===== src/rtl/matrix_scanner_if.sv =====
// Grid inputs and LED matrix drive outputs of the bicolour matrix scanner.
// MATRIX_SCANNER_BRIGHTNESS_EN adds the 3-bit brightness input.
interface matrix_scanner_if;
    logic [7:0][7:0] green_grid;
    logic [7:0][7:0] blue_grid;
    logic [7:0]      row_anode;
    logic [7:0]      green_cathode;
    logic [7:0]      blue_cathode;
    logic            frame_start;
`ifdef MATRIX_SCANNER_BRIGHTNESS_EN
    logic [2:0]      brightness;

    modport master (output green_grid, blue_grid, brightness,
                    input  row_anode, green_cathode, blue_cathode, frame_start);
    modport slave  (input  green_grid, blue_grid, brightness,
                    output row_anode, green_cathode, blue_cathode, frame_start);
`else
    modport master (output green_grid, blue_grid,
                    input  row_anode, green_cathode, blue_cathode, frame_start);
    modport slave  (input  green_grid, blue_grid,
                    output row_anode, green_cathode, blue_cathode, frame_start);
`endif
endinterface


===== src/rtl/matrix_scanner.sv =====
// Row-multiplexed bicolour 8x8 LED matrix scanner with per-frame grid latch and inter-row blanking.
// Optional MATRIX_SCANNER_BRIGHTNESS_EN: per-frame brightness trims the lit part of each dwell.
module matrix_scanner #(
    parameter int DWELL_CYCLES = 12500,
    parameter int BLANK_CYCLES = 16
) (
    input logic             clock,
    input logic             rst,
    matrix_scanner_if.slave scan
);
    localparam int MAX_CYC = (DWELL_CYCLES > BLANK_CYCLES) ? DWELL_CYCLES : BLANK_CYCLES;
    localparam int CW      = $clog2(MAX_CYC);
    localparam logic [CW-1:0] DWELL_LAST = CW'(DWELL_CYCLES - 1);
    localparam logic [CW-1:0] BLANK_LAST = CW'(BLANK_CYCLES - 1);

    typedef enum logic {BLANK, DRIVE} state_t;

    state_t          state, state_nxt;
    logic [CW-1:0]   cnt, cnt_nxt;
    logic [2:0]      row, row_nxt;
    logic            latch;
    logic [7:0][7:0] green_sh, blue_sh;
    logic [7:0]      anode_nxt, green_nxt, blue_nxt;

`ifdef MATRIX_SCANNER_BRIGHTNESS_EN
    logic [2:0] bright_q, bright_nxt;

    // Cathodes are lit only for the first max(1, (b+1)*DWELL/8) cycles of the dwell.
    function automatic logic lit_cycle(input logic [CW-1:0] k, input logic [2:0] b);
        int on;
        on = ((int'(b) + 1) * DWELL_CYCLES) / 8;
        if (on < 1) on = 1;
        return int'(k) < on;
    endfunction
`endif

    always_comb begin
        state_nxt = state;
        cnt_nxt   = cnt + 1'b1;
        row_nxt   = row;
        latch     = 1'b0;
        case (state)
            BLANK: if (cnt == BLANK_LAST) begin
                state_nxt = DRIVE;
                cnt_nxt   = '0;
                latch     = (row == 3'd0);
            end
            DRIVE: if (cnt == DWELL_LAST) begin
                state_nxt = BLANK;
                cnt_nxt   = '0;
                row_nxt   = row + 3'd1;
            end
            default: state_nxt = BLANK;
        endcase

`ifdef MATRIX_SCANNER_BRIGHTNESS_EN
        bright_nxt = latch ? scan.brightness : bright_q;
`endif
        // Output values are computed for the next cycle so every output is a flop.
        anode_nxt = 8'h00;
        green_nxt = 8'hFF;
        blue_nxt  = 8'hFF;
        if (state_nxt == DRIVE) begin
            anode_nxt = 8'h01 << row_nxt;
            green_nxt = latch ? scan.green_grid[row_nxt] : green_sh[row_nxt];
            blue_nxt  = latch ? scan.blue_grid[row_nxt]  : blue_sh[row_nxt];
`ifdef MATRIX_SCANNER_BRIGHTNESS_EN
            if (!lit_cycle(cnt_nxt, bright_nxt)) begin
                green_nxt = 8'hFF;
                blue_nxt  = 8'hFF;
            end
`endif
        end
    end

    always_ff @(posedge clock or posedge rst) begin
        if (rst) begin
            state <= BLANK;
            cnt   <= '0;
            row   <= 3'd0;
        end else begin
            state <= state_nxt;
            cnt   <= cnt_nxt;
            row   <= row_nxt;
        end
    end

    always_ff @(posedge clock or posedge rst) begin
        if (rst) begin
            green_sh <= '1;
            blue_sh  <= '1;
        end else if (latch) begin
            green_sh <= scan.green_grid;
            blue_sh  <= scan.blue_grid;
        end
    end

`ifdef MATRIX_SCANNER_BRIGHTNESS_EN
    always_ff @(posedge clock or posedge rst) begin
        if (rst) bright_q <= 3'd7;
        else     bright_q <= bright_nxt;
    end
`endif

    always_ff @(posedge clock or posedge rst) begin
        if (rst) begin
            scan.row_anode     <= 8'h00;
            scan.green_cathode <= 8'hFF;
            scan.blue_cathode  <= 8'hFF;
            scan.frame_start   <= 1'b0;
        end else begin
            scan.row_anode     <= anode_nxt;
            scan.green_cathode <= green_nxt;
            scan.blue_cathode  <= blue_nxt;
            scan.frame_start   <= latch;
        end
    end
endmodule


===== src/flat_wrapper.sv =====
// flat-port wrapper written by rule: the top's interface ports become plain ports
module matrix_scanner_flat 
#(
    parameter int DWELL_CYCLES = 12500,
    parameter int BLANK_CYCLES = 16
)
  (clock, rst, scan_green_grid, scan_blue_grid, scan_row_anode, scan_green_cathode, scan_blue_cathode, scan_frame_start);
  matrix_scanner_if scan_i ();
  input logic clock;
  input logic rst;
  input wire logic [$bits(scan_i.green_grid)-1:0] scan_green_grid;
  input wire logic [$bits(scan_i.blue_grid)-1:0] scan_blue_grid;
  output wire logic [$bits(scan_i.row_anode)-1:0] scan_row_anode;
  output wire logic [$bits(scan_i.green_cathode)-1:0] scan_green_cathode;
  output wire logic [$bits(scan_i.blue_cathode)-1:0] scan_blue_cathode;
  output wire logic [$bits(scan_i.frame_start)-1:0] scan_frame_start;
  assign scan_i.green_grid = scan_green_grid;
  assign scan_i.blue_grid = scan_blue_grid;
  assign scan_row_anode = scan_i.row_anode;
  assign scan_green_cathode = scan_i.green_cathode;
  assign scan_blue_cathode = scan_i.blue_cathode;
  assign scan_frame_start = scan_i.frame_start;
  matrix_scanner #(.DWELL_CYCLES(DWELL_CYCLES), .BLANK_CYCLES(BLANK_CYCLES)) u_core (.clock(clock), .rst(rst), .scan(scan_i));
endmodule

===== config.mk =====
export PLATFORM = sky130hd
export DESIGN_NAME = matrix_scanner_flat
export DESIGN_NICKNAME = d
export VERILOG_FILES = /design/src/rtl/matrix_scanner_if.sv /design/src/rtl/matrix_scanner.sv /design/src/flat_wrapper.sv
export SDC_FILE = /design/constraint.sdc
export NUM_CORES = 1
export LEC_CHECK = 0
export BUFFER_PORTS_ARGS = -buffer_cell sky130_fd_sc_hd__buf_4
export CORE_ASPECT_RATIO = 1.5
export CORE_UTILIZATION = 53
export DETAILED_ROUTE_END_ITERATION = 7
export PLACE_DENSITY = 0.76
export SLEW_MARGIN = 20
export SYNTH_ARGS = -nofsm -noshare
export SYNTH_HDL_FRONTEND = slang
export SYNTH_SLANG_ARGS = --single-unit

===== constraint.sdc =====
create_clock -name clock -period 8.06 [get_ports clock]
set_clock_uncertainty 0.05 [all_clocks]
set_input_delay 0.403 -clock clock [delete_from_list [all_inputs] [get_ports clock]]
set_output_delay 0.403 -clock clock [all_outputs]
set_load 0.03 [all_outputs]

Word level (Yosys, flattened, before mapping)
Cells that the tools add are included.
{ "classes": {"n_addsub": 2, "magnitude_cmp": 1, "eq_ne": 2, "n_shift": 1, "muxes": 23, "bitwise_logic": 1, "n_reduce_logical": 1} }
{ "ops": {"columns": ["operator", "count"], "rows": [
  ["8-bit binary-select mux with 3-bit select", 4],
  ["8-bit two-way mux", 9],
  ["14-bit two-way mux", 2],
  ["14-bit one-hot mux with 2 select lines", 1],
  ["14-bit by 1-bit adder with 14-bit output (second input constant)", 1],
  ["14-bit equality test (second input constant)", 1],
  ["14-bit by 4-bit equality test with 1-bit output (second input constant)", 1],
  ["1-bit by 3-bit << shifter with 8-bit output (first input constant)", 1],
  ["3-bit two-way mux", 2],
  ["3-bit by 4-bit < comparator with 1-bit output (second input constant)", 1],
  ["1-bit two-way mux", 4],
  ["3-bit by 1-bit adder with 3-bit output (second input constant)", 1],
  ["3-bit zero test", 1],
  ["1-bit one-hot mux with 2 select lines", 1],
  ["1-bit NOT", 1]
]} }
{ "totals": {"reg_bits": 171, "in_bits": 130, "out_inout_bits": 25, "wordCells": 54} }

Depth between registers and ports, before layout
Gate-level depths: netlist (run 1).
{ "logic_depth": {"word_depth": 7, "mapped_depth": 12, "ltp_nobuf": 9} }

Worst setup path after synthesis (run 1)
Ideal clock, no wire load.
{ "synth_timing": {"path_kind": "register to register", "from": "register u_core.cnt[8]", "to": "register u_core.scan.green_cathode[7]", "setup_time_ns": 0.088, "t_arrival_ns": 2.721, "t_required_ns": 7.922, "path_slack_ns": 5.201, "stages_incl_launch_ff": 10, "n_path_buf": 1, "synth_period_minus_slack_ns": 2.859, "cell_sequence": "dfrtp_1 buf_6 or3_4 nor4_2 nand2_1 xor2_1 inv_1 a2111oi_2 a211oi_1 or3_1"} }
{ "synth_between": {"elab_chain_len": 7, "word_cells_on_any_way": 15, "classes_between": "eq/ne (2); mux (13)"} }
{ "synth_lines": {"columns": ["item", "line", "rtl"], "rows": [
  ["start, declared", "matrix_scanner.sv:19", "logic [CW-1:0] cnt, cnt_nxt;"],
  ["start signal, assigned", "matrix_scanner.sv:83", "cnt <= cnt_nxt;"],
  ["14-bit equality test", "matrix_scanner.sv:48", "DRIVE: if (cnt == DWELL_LAST) begin"],
  ["3-bit two-way mux", "matrix_scanner.sv:48", null],
  ["3-bit two-way mux", "matrix_scanner.sv:42", "case (state)"],
  ["8-bit binary-select mux with 3-bit select", "matrix_scanner.sv:65", "green_nxt = latch ? scan.green_grid[row_nxt] : green_sh[row_nxt];"],
  ["8-bit two-way mux (not written as such)", "matrix_scanner.sv:65", null],
  ["8-bit two-way mux", "matrix_scanner.sv:65", null],
  ["8-bit two-way mux *", "matrix_scanner.sv:63", "if (state_nxt == DRIVE) begin"],
  ["via u_core.green_nxt[7]", "matrix_scanner.sv:23", "logic [7:0] anode_nxt, green_nxt, blue_nxt;"],
  ["end signal, assigned", "matrix_scanner.sv:113", "scan.green_cathode <= green_nxt;"],
  ["end, declared", "matrix_scanner_if.sv:21", "output row_anode, green_cathode, blue_cathode, frame_start);"]
]} }
Mark *: on every way through the listed nets, which the timed path passes. The rest lies on a longest branch. The select of a mux whose other input is x is not followed.
A chain may end at the register's enable or synchronous reset.

Worst setup path after layout (run 1)
{ "layout_timing": {"from": "register u_core.row[1]", "to": "register u_core.scan.green_cathode[6]"} }
{ "layout_between": {"elab_chain_len": 7, "word_cells_on_any_way": 12, "classes_between": "add/sub (1); mux (10); reduce/logical (1)"} }
{ "layout_lines": {"columns": ["item", "line", "rtl"], "rows": [
  ["start, declared", "matrix_scanner.sv:20", "logic [2:0] row, row_nxt;"],
  ["start signal, assigned", "matrix_scanner.sv:84", "row <= row_nxt;"],
  ["3-bit by 1-bit adder with 3-bit output", "matrix_scanner.sv:51", "row_nxt = row + 3'd1;"],
  ["3-bit two-way mux", "matrix_scanner.sv:48", null],
  ["3-bit two-way mux", "matrix_scanner.sv:42", null],
  ["8-bit binary-select mux with 3-bit select", "matrix_scanner.sv:65", null],
  ["8-bit two-way mux (not written as such)", "matrix_scanner.sv:65", null],
  ["8-bit two-way mux *", "matrix_scanner.sv:65", null],
  ["8-bit two-way mux *", "matrix_scanner.sv:63", null],
  ["via u_core.green_nxt[6]", "matrix_scanner.sv:23", null]
]} }
Marks and branches as above.

==> results.yml, run 1 <==
synth:
  post_synth.cell_area_avg_um2: 8.58
  yosys_register_bits: 171
  synth_largest_type_area_fraction_pct: 43.5
  ys.flop_type: "sky130_fd_sc_hd__dfstp_2"
  synth-seq-area-share_pct: 51.3
  synth.net_count: 1146
  postSynth.asyncResetShare_pct: 100
  synth_top_area_cell: "sky130_fd_sc_hd__dfstp_2"
  post_synth_instance_area_um2: 8690
  ys_types: 51
  number_of_instances_in_the_synthesized_netlist: 1013
  synth_warnings: 0
  synth.area.top_cells: "sky130_fd_sc_hd__dfstp_2 44%, sky130_fd_sc_hd__nand2_1 19%, sky130_fd_sc_hd__dfrtp_1 7.8%"
  synth_edf_count: 0
placement:
  post_dp_hpwl_um: 18000
  pre_cts_slack_ps: 3860
  place.port_buffers: 154
  gp_congestion: 0.916
drt:
  vias_per_cell: 5.89
  maxUsedRoutingLayer: "met4"
  via_count: 7939
  avgRoutedWirePerCell_um: 19.5
  route.antenna.remaining_nets: 0
  wl_um: 26300
  remaining_drc_errors: 0
  route.met3.wl_um: 1710
  m1WireLength_um: 9440
  drt_pass1_iterations: 8
  wl_met2_um: 13600
  detailedRoute.firstIterationViolations: 762
timing:
  timing.final.ws_setup_ps: 3700
  finalSetupViolations: 0
  fmax_mhz: 229
  hold_violations: 0
  post-route-min-period_ps: 4360
  worst-slew-pin-transition_ps: 1050
  setup-tns-final_ps: 0
  rsz0062_at_grt: "false"
  final-max-slew-violation-count: 0
  min_period_over_period_pct: 54.1
  relSlewSlack_pct: 29.7
min_path:
  worst_min_delay_path_endpoint: "u_core.green_sh[50]$_DFFE_PP1N_"
  hold_path_class: "input pin to flop"
  min_delay_path_depth: 3
  hold_start: "scan_green_grid[50]"
cells_and_area:
  syn2layout_area_growth_pct: 20.7
  antenna_cells_inserted: 0
  finalCoreUtilization_pct: 65.1
  drive_above_1_share_pct: 31.6
  num-fill-cells: 1407
  final_stage_net_count: 1262
clocking:
  post_cts_resized: 0
  post-cts-setup-buffers: 0
  number_of_sinks_on_the_clock_net: 171
  cts_made_buffers: 17
  clock_latency_ps: 430
  clock_tree_from_tritoncts: "yes"
  post_cts_hold_buffer_count: 0
  root_buffer: "sky130_fd_sc_hd__clkbuf_16"
  cts_max_path_buffers: 2
  ctsHtreeMaxLevel: 4
  path_clk_slew_ps: 70
floorplanning:
  top_level_ports: 155
  dieWidth_um: 107
  area_of_the_core_region_um2: 16100
  die_height_um: 159
  rows: 57
  initial_cell_density_of_the_core_pct: 53.9
  dieArea_um2: 16900
critical_path:
  worstReg2RegEnd: "u_core.scan.green_cathode[6]$_DFF_PP1_"
  timing.critical_path.required_ps: 8350
  crit_path_class: "flop to flop"
  cp.arrival_ps: 4650
  startpoint_type: "flop"
  timing.critical_path.to_type: "flop"
  path_max_fanout: 39
  r2r_slack_ps: 3700
  reg2reg_depth: 9
  reg_to_reg_critical_path_startpoint: "u_core.row[1]$_DFF_PP0_"
global_routing:
  grt_use_total_pct: 32.1
  grt_first_pass_wirelength_um: 41100
  grt_max_degree: 100
  overflow: 0
  first_global_vias: 7810
  initial_antenna_violation_count: 0
power_and_ir_drop:
  vdd.ir_drop.worst_v: 0.000134
  cellPowerDensity_nw_per_um2: 180
  total_leakage_power_nw: 4.96
status:
  run_status: "complete, no violations"
run:
  max_cap_violations: 0
-- metrics by stage --
step / total power (W) / area, um2 / hold slack, ps / std cells
after floorplan: 0.00102 / 8690 / 375 / 1013
after global placement: 0.00111 / 9930 / 392 / 1316
after detailed placement: 0.00111 / 9930 / 393 / 1316
after CTS: 0.00190 / 10500 / 108 / 1348
after global routing: 0.00195 / 10500 / 116 / 1348
final: 0.00189 / 10500 / 119 / 1348
-- Yosys cell counts (2+ instances only) --
master,instances
sky130_fd_sc_hd__a22oi_1,16
sky130_fd_sc_hd__o22ai_1,3
sky130_fd_sc_hd__nand2b_1,2
sky130_fd_sc_hd__xor2_1,4
sky130_fd_sc_hd__dfstp_2,144
sky130_fd_sc_hd__or3_1,2
sky130_fd_sc_hd__a21oi_1,26
sky130_fd_sc_hd__o311ai_0,3
sky130_fd_sc_hd__buf_6,2
sky130_fd_sc_hd__inv_1,10
sky130_fd_sc_hd__a31oi_1,9
sky130_fd_sc_hd__a2111o_1,3
sky130_fd_sc_hd__nand4_1,23
sky130_fd_sc_hd__mux2_2,10
sky130_fd_sc_hd__buf_2,16
sky130_fd_sc_hd__ha_1,3
sky130_fd_sc_hd__buf_4,2
sky130_fd_sc_hd__a222oi_1,14
sky130_fd_sc_hd__nand3_2,2
sky130_fd_sc_hd__clkbuf_1,46
sky130_fd_sc_hd__a211oi_1,5
sky130_fd_sc_hd__nor3_1,9
sky130_fd_sc_hd__dfrtp_1,27
sky130_fd_sc_hd__buf_1,2
sky130_fd_sc_hd__o21ai_0,25
sky130_fd_sc_hd__and3_1,13
sky130_fd_sc_hd__a22o_1,3
sky130_fd_sc_hd__nand3_1,53
sky130_fd_sc_hd__a221o_1,9
sky130_fd_sc_hd__xnor2_1,10
sky130_fd_sc_hd__mux2i_1,24
sky130_fd_sc_hd__nor4_2,2
sky130_fd_sc_hd__a221oi_1,6
sky130_fd_sc_hd__nor2_1,33
sky130_fd_sc_hd__nand2_1,436
-- metal layers --
metal	GRT usage [%]	vias to the layer above
li1	-	3669
met1	36.6	3807
met2	55.5	386
met3	4.60	77
met4	20.8	0
met5	0	-
-- worst max-delay path: stages (launching register included) --
cell,delay (ps)
sky130_fd_sc_hd__dfrtp_1,930
sky130_fd_sc_hd__inv_1,280
sky130_fd_sc_hd__ha_1,730
sky130_fd_sc_hd__inv_1,400
sky130_fd_sc_hd__nor2_1,380
sky130_fd_sc_hd__mux2_2,840
sky130_fd_sc_hd__a22oi_1,220
sky130_fd_sc_hd__nand3_1,130
sky130_fd_sc_hd__a21oi_1,60
sky130_fd_sc_hd__o21ai_0,230
-- sequential cells by signal, summed over array words and instances, names as in the netlist --
register	cells
u_core.scan.row_anode	8
u_core.state	1
u_core.green_sh	64
u_core.blue_sh	64
u_core.cnt	14
u_core.scan.blue_cathode	8
u_core.scan.green_cathode	8
u_core.scan.frame_start	1
u_core.row	3
-- cell type report --
class	instances	area [um2]	area share, %
inverter	11	46.3	0.441
multi-input combinational	763	3930	37.4
tap	206	258	2.46
clock inverter	11	114	1.09
sequential	171	4460	42.5
timing repair buffer	165	1240	11.8
clock buffer	21	450	4.29
-- kinds of logic after synthesis --
| logic type | Yosys count | share of synthesized area [%] |
|---|---|---|
| XOR/XNOR | 14 | 1.41 |
| buffers and inverters | 79 | 3.90 |
| adder cells (fa/ha/maj) | 3 | 0.432 |
| AND/OR/NAND/NOR | 582 | 27.9 |
| AO/OA/AOI/OAI | 128 | 10.6 |
| flip-flops | 171 | 51.3 |
| multiplexers | 36 | 4.48 |
-- worst max path at each step --
stage / endpoint / slack, ps / start
2_1_floorplan: u_core.cnt[0]$_DFF_PP0_ / 3210 / rst
3_3_place_gp: u_core.scan.green_cathode[6]$_DFF_PP1_ / 4010 / u_core.row[1]$_DFF_PP0_
3_5_place_dp: u_core.scan.green_cathode[6]$_DFF_PP1_ / 3860 / u_core.row[1]$_DFF_PP0_
4_1_cts: u_core.scan.green_cathode[6]$_DFF_PP1_ / 3820 / u_core.row[1]$_DFF_PP0_
5_1_grt: u_core.scan.green_cathode[2]$_DFF_PP1_ / 3430 / u_core.row[1]$_DFF_PP0_
6_report: u_core.scan.green_cathode[6]$_DFF_PP1_ / 3700 / u_core.row[1]$_DFF_PP0_
-- power by group --
part | leakage [nW] | switching, W | internal [W] | total, W
Clock | 0.270 | 0.000353 | 0.000439 | 0.000792
Sequential | 1.87 | 0.0000347 | 0.000926 | 0.000961
Combinational | 2.82 | 0.0000686 | 0.0000683 | 0.000137
Total | 4.96 | 0.000457 | 0.00143 | 0.00189
-- placed cells by master (no fill, tap or decap), types with 4 or more instances in the layout --
cell type and count:
sky130_fd_sc_hd__dfrtp_1 27, sky130_fd_sc_hd__xnor2_1 10, sky130_fd_sc_hd__clkbuf_16 17, sky130_fd_sc_hd__mux2i_1 24, sky130_fd_sc_hd__nand2_1 436, sky130_fd_sc_hd__dfstp_2 144
sky130_fd_sc_hd__nor2_1 33, sky130_fd_sc_hd__a221oi_1 6, sky130_fd_sc_hd__a211oi_1 5, sky130_fd_sc_hd__a21oi_1 26, sky130_fd_sc_hd__inv_1 9, sky130_fd_sc_hd__xor2_1 4
sky130_fd_sc_hd__nor3_1 9, sky130_fd_sc_hd__a221o_1 9, sky130_fd_sc_hd__and3_1 13, sky130_fd_sc_hd__nand3_1 53, sky130_fd_sc_hd__buf_4 165, sky130_fd_sc_hd__nand4_1 23
sky130_fd_sc_hd__clkinv_4 4, sky130_fd_sc_hd__mux2_2 10, sky130_fd_sc_hd__a22oi_1 16, sky130_fd_sc_hd__o21ai_0 25, sky130_fd_sc_hd__a222oi_1 14, sky130_fd_sc_hd__a31oi_1 9
No activity file was read; power rests on OpenSTA's default activity.
==> inputs of run 2 (changes only) <==
--- a/config.mk
+++ b/config.mk
@@ -7,9 +7,9 @@
 export LEC_CHECK = 0
 export BUFFER_PORTS_ARGS = -buffer_cell sky130_fd_sc_hd__buf_4
 export CORE_ASPECT_RATIO = 1.5
-export CORE_UTILIZATION = 53
+export CORE_UTILIZATION = 51
 export DETAILED_ROUTE_END_ITERATION = 7
-export PLACE_DENSITY = 0.76
+export PLACE_DENSITY = 0.77
 export SLEW_MARGIN = 20
 export SYNTH_ARGS = -nofsm -noshare
 export SYNTH_HDL_FRONTEND = slang
==> constraint.sdc (replaced) <==
create_clock -name clock -period 4 [get_ports clock]
set_clock_uncertainty 0.05 [all_clocks]
set_input_delay 0.2 -clock clock [delete_from_list [all_inputs] [get_ports clock]]
set_output_delay 0.2 -clock clock [all_outputs]
set_load 0.03 [all_outputs]
==> run 2 against run 1 <==
Effect of this change:
- routed wire length up 9.9%
- clock power up 100%
- sequential share of layout area down 4.9 points
- the flow now finishes with violations (hold timing)
- first-iteration DRC count up 13%
- register-to-register slack worse by 3000 ps
- non-clock buffer count up 140
- sequential power up 100%
- combinational power rose to 2.9 times the previous value
- sequential cell count unchanged
- largest power group unchanged
- maximum frequency up 31%
- worst setup slack worse by 3000 ps
- via count up 11%
==> results.yml, run 2 (synthesis gave the netlist of run 1 again) <==
power_and_ir_drop:
  total_leakage_power_nw: 5.55
  cellPowerDensity_nw_per_um2: 330
  vdd.ir_drop.worst_v: 0.000285
floorplanning:
  rows: 58
  initial_cell_density_of_the_core_pct: 52.1
  top_level_ports: 155
  dieArea_um2: 17600
  dieWidth_um: 109
  die_height_um: 162
  area_of_the_core_region_um2: 16700
timing:
  setup-tns-final_ps: 0
  fmax_mhz: 300
  rsz0062_at_grt: "false"
  relSlewSlack_pct: 29.0
  finalSetupViolations: 0
  timing.hold.ws_ps: -40.6
  worst-slew-pin-transition_ps: 1060
  post-route-min-period_ps: 3340
  hold_violations: 9
  final-max-slew-violation-count: 0
  min_period_over_period_pct: 83.5
cells_and_area:
  final_stage_net_count: 1402
  multiInputGateArea_um2: 3920
  antenna_cells_inserted: 0
  final_cell_mix: "436 x sky130_fd_sc_hd__nand2_1, 176 x sky130_fd_sc_hd__buf_4, 144 x sky130_fd_sc_hd__dfstp_2"
  syn2layout_area_growth_pct: 36.6
  seqCellArea_um2: 4460
  drive_above_1_share_pct: 29.2
  mostFrequentLayoutCell: "sky130_fd_sc_hd__nand2_1"
  biggestRegsByFlops: "u_core.blue_sh x64, u_core.green_sh x64, u_core.cnt x14"
  num-fill-cells: 1196
placement:
  place.port_buffers: 154
  gp_congestion: 0.961
  post_dp_hpwl_um: 18300
critical_path:
  crit_path_class: "flop to flop"
  reg2reg_depth: 8
  cpMostUsedCell: "sky130_fd_sc_hd__buf_4"
  max_stage_delay_ps: 580
  cp_cell_sequence: "or4b_4 -> nor4_4 -> buf_4 -> mux2_2 -> buf_4 -> a221o_1 -> a21oi_1 -> o21ai_0"
  path_max_fanout: 33
  reg_to_reg_critical_path_startpoint: "u_core.cnt[2]$_DFF_PP0_"
  worstReg2RegEnd: "u_core.scan.green_cathode[2]$_DFF_PP1_"
  timing.critical_path.required_ps: 4290
  timing.critical_path.to_type: "flop"
  cp_slowest_cell: "sky130_fd_sc_hd__or4b_4"
  startpoint_type: "flop"
  r2r_slack_ps: 660
  cp.arrival_ps: 3620
drt:
  via_count: 8815
  remaining_drc_errors: 0
  avgRoutedWirePerCell_um: 19.4
  detailedRoute.firstIterationViolations: 861
  drt_pass1_iterations: 5
  wl_um: 28900
  vias_per_cell: 5.91
  route.antenna.remaining_nets: 0
clocking:
  path_clk_slew_ps: 60
  root_buffer: "sky130_fd_sc_hd__clkbuf_16"
  cts_max_path_buffers: 2
  cts_made_buffers: 17
  clock_tree_from_tritoncts: "yes"
  ctsHtreeMaxLevel: 4
  post_cts_resized: 0
  clock_latency_ps: 440
  post-cts-setup-buffers: 0
  number_of_sinks_on_the_clock_net: 171
global_routing:
  initial_antenna_violation_count: 0
  grt_first_pass_wirelength_um: 45100
  grt_max_degree: 172
  first_global_vias: 8770
  grt_use_total_pct: 34.0
  overflow: 0
status:
  failing_checks: "hold timing"
  run_status: "finished, violations left"
run:
  max_cap_violations: 0
min_path:
  hold_path_class: "input pin to asynchronous set/reset pin"
[run 2: timing repair]
action	CTS	global route
hold endpoints to repair	128	0
endpoints found under the setup margin	0	0
hold buffers	128	0
[run 2: cell type report]
type	instances	area share, %
inverters	11	0.380
flip-flops and latches	171	37.6
clock inverters	12	0.960
multi-input cells	763	33.0
well taps	210	2.21
repair buffers	305	22.1
clock buffers	20	3.76
[run 2: routing by layer]
| metal | GRT usage, % | up-vias | share of wire, % |
|---|---|---|---|
| li1 | - | 3941 | - |
| met1 | 38.3 | 4221 | 35 |
| met2 | 57.0 | 521 | 51 |
| met3 | 6.94 | 132 | 7.2 |
| met4 | 23.8 | 0 | 7.0 |
| met5 | 0 | - | 0 |
[run 2: stage by stage]
step,total power (W),utilization [%],cells,cell area [um2],setup WS (ps)
4_1_cts,0.00391,71.1,1492,11900,821
2_1_floorplan,0.00205,-,1013,8690,1140
3_5_place_dp,0.00224,60.1,1332,10000,838
6_report,0.00392,71.1,1492,11900,662
5_1_grt,0.00404,71.1,1492,11900,625
3_3_place_gp,0.00223,60.1,1332,10000,896
[run 2: power by group]
part / internal (W) / total (W) / switching, W
combinational: 0.000221 / 0.000392 / 0.000171
sequential: 0.00187 / 0.00193 / 0.0000681
clock: 0.000881 / 0.00159 / 0.000712
total: 0.00297 / 0.00392 / 0.000951
[run 2: worst max path at each step]
stage	start	end	slack, ps
final	u_core.cnt[2]$_DFF_PP0_	u_core.scan.green_cathode[2]$_DFF_PP1_	660
after global routing	u_core.cnt[8]$_DFF_PP0_	u_core.scan.green_cathode[2]$_DFF_PP1_	620
after CTS	u_core.cnt[2]$_DFF_PP0_	u_core.scan.green_cathode[2]$_DFF_PP1_	820
after detailed placement	u_core.cnt[2]$_DFF_PP0_	u_core.scan.green_cathode[2]$_DFF_PP1_	840
after global placement	u_core.cnt[2]$_DFF_PP0_	u_core.scan.green_cathode[2]$_DFF_PP1_	900
after floorplan	u_core.cnt[8]$_DFF_PP0_	u_core.scan.green_cathode[7]$_DFF_PP1_	1140
[run 2: critical path, delay by kind of cell, from the launching register on]
| family | cells | cell delay [ps] |
|---|---|---|
| flip-flops | 1 | 440 |
| AO/OA/AOI/OAI | 3 | 940 |
| buffers and inverters | 2 | 550 |
| AND/OR/NAND/NOR | 2 | 790 |
| multiplexers | 1 | 430 |
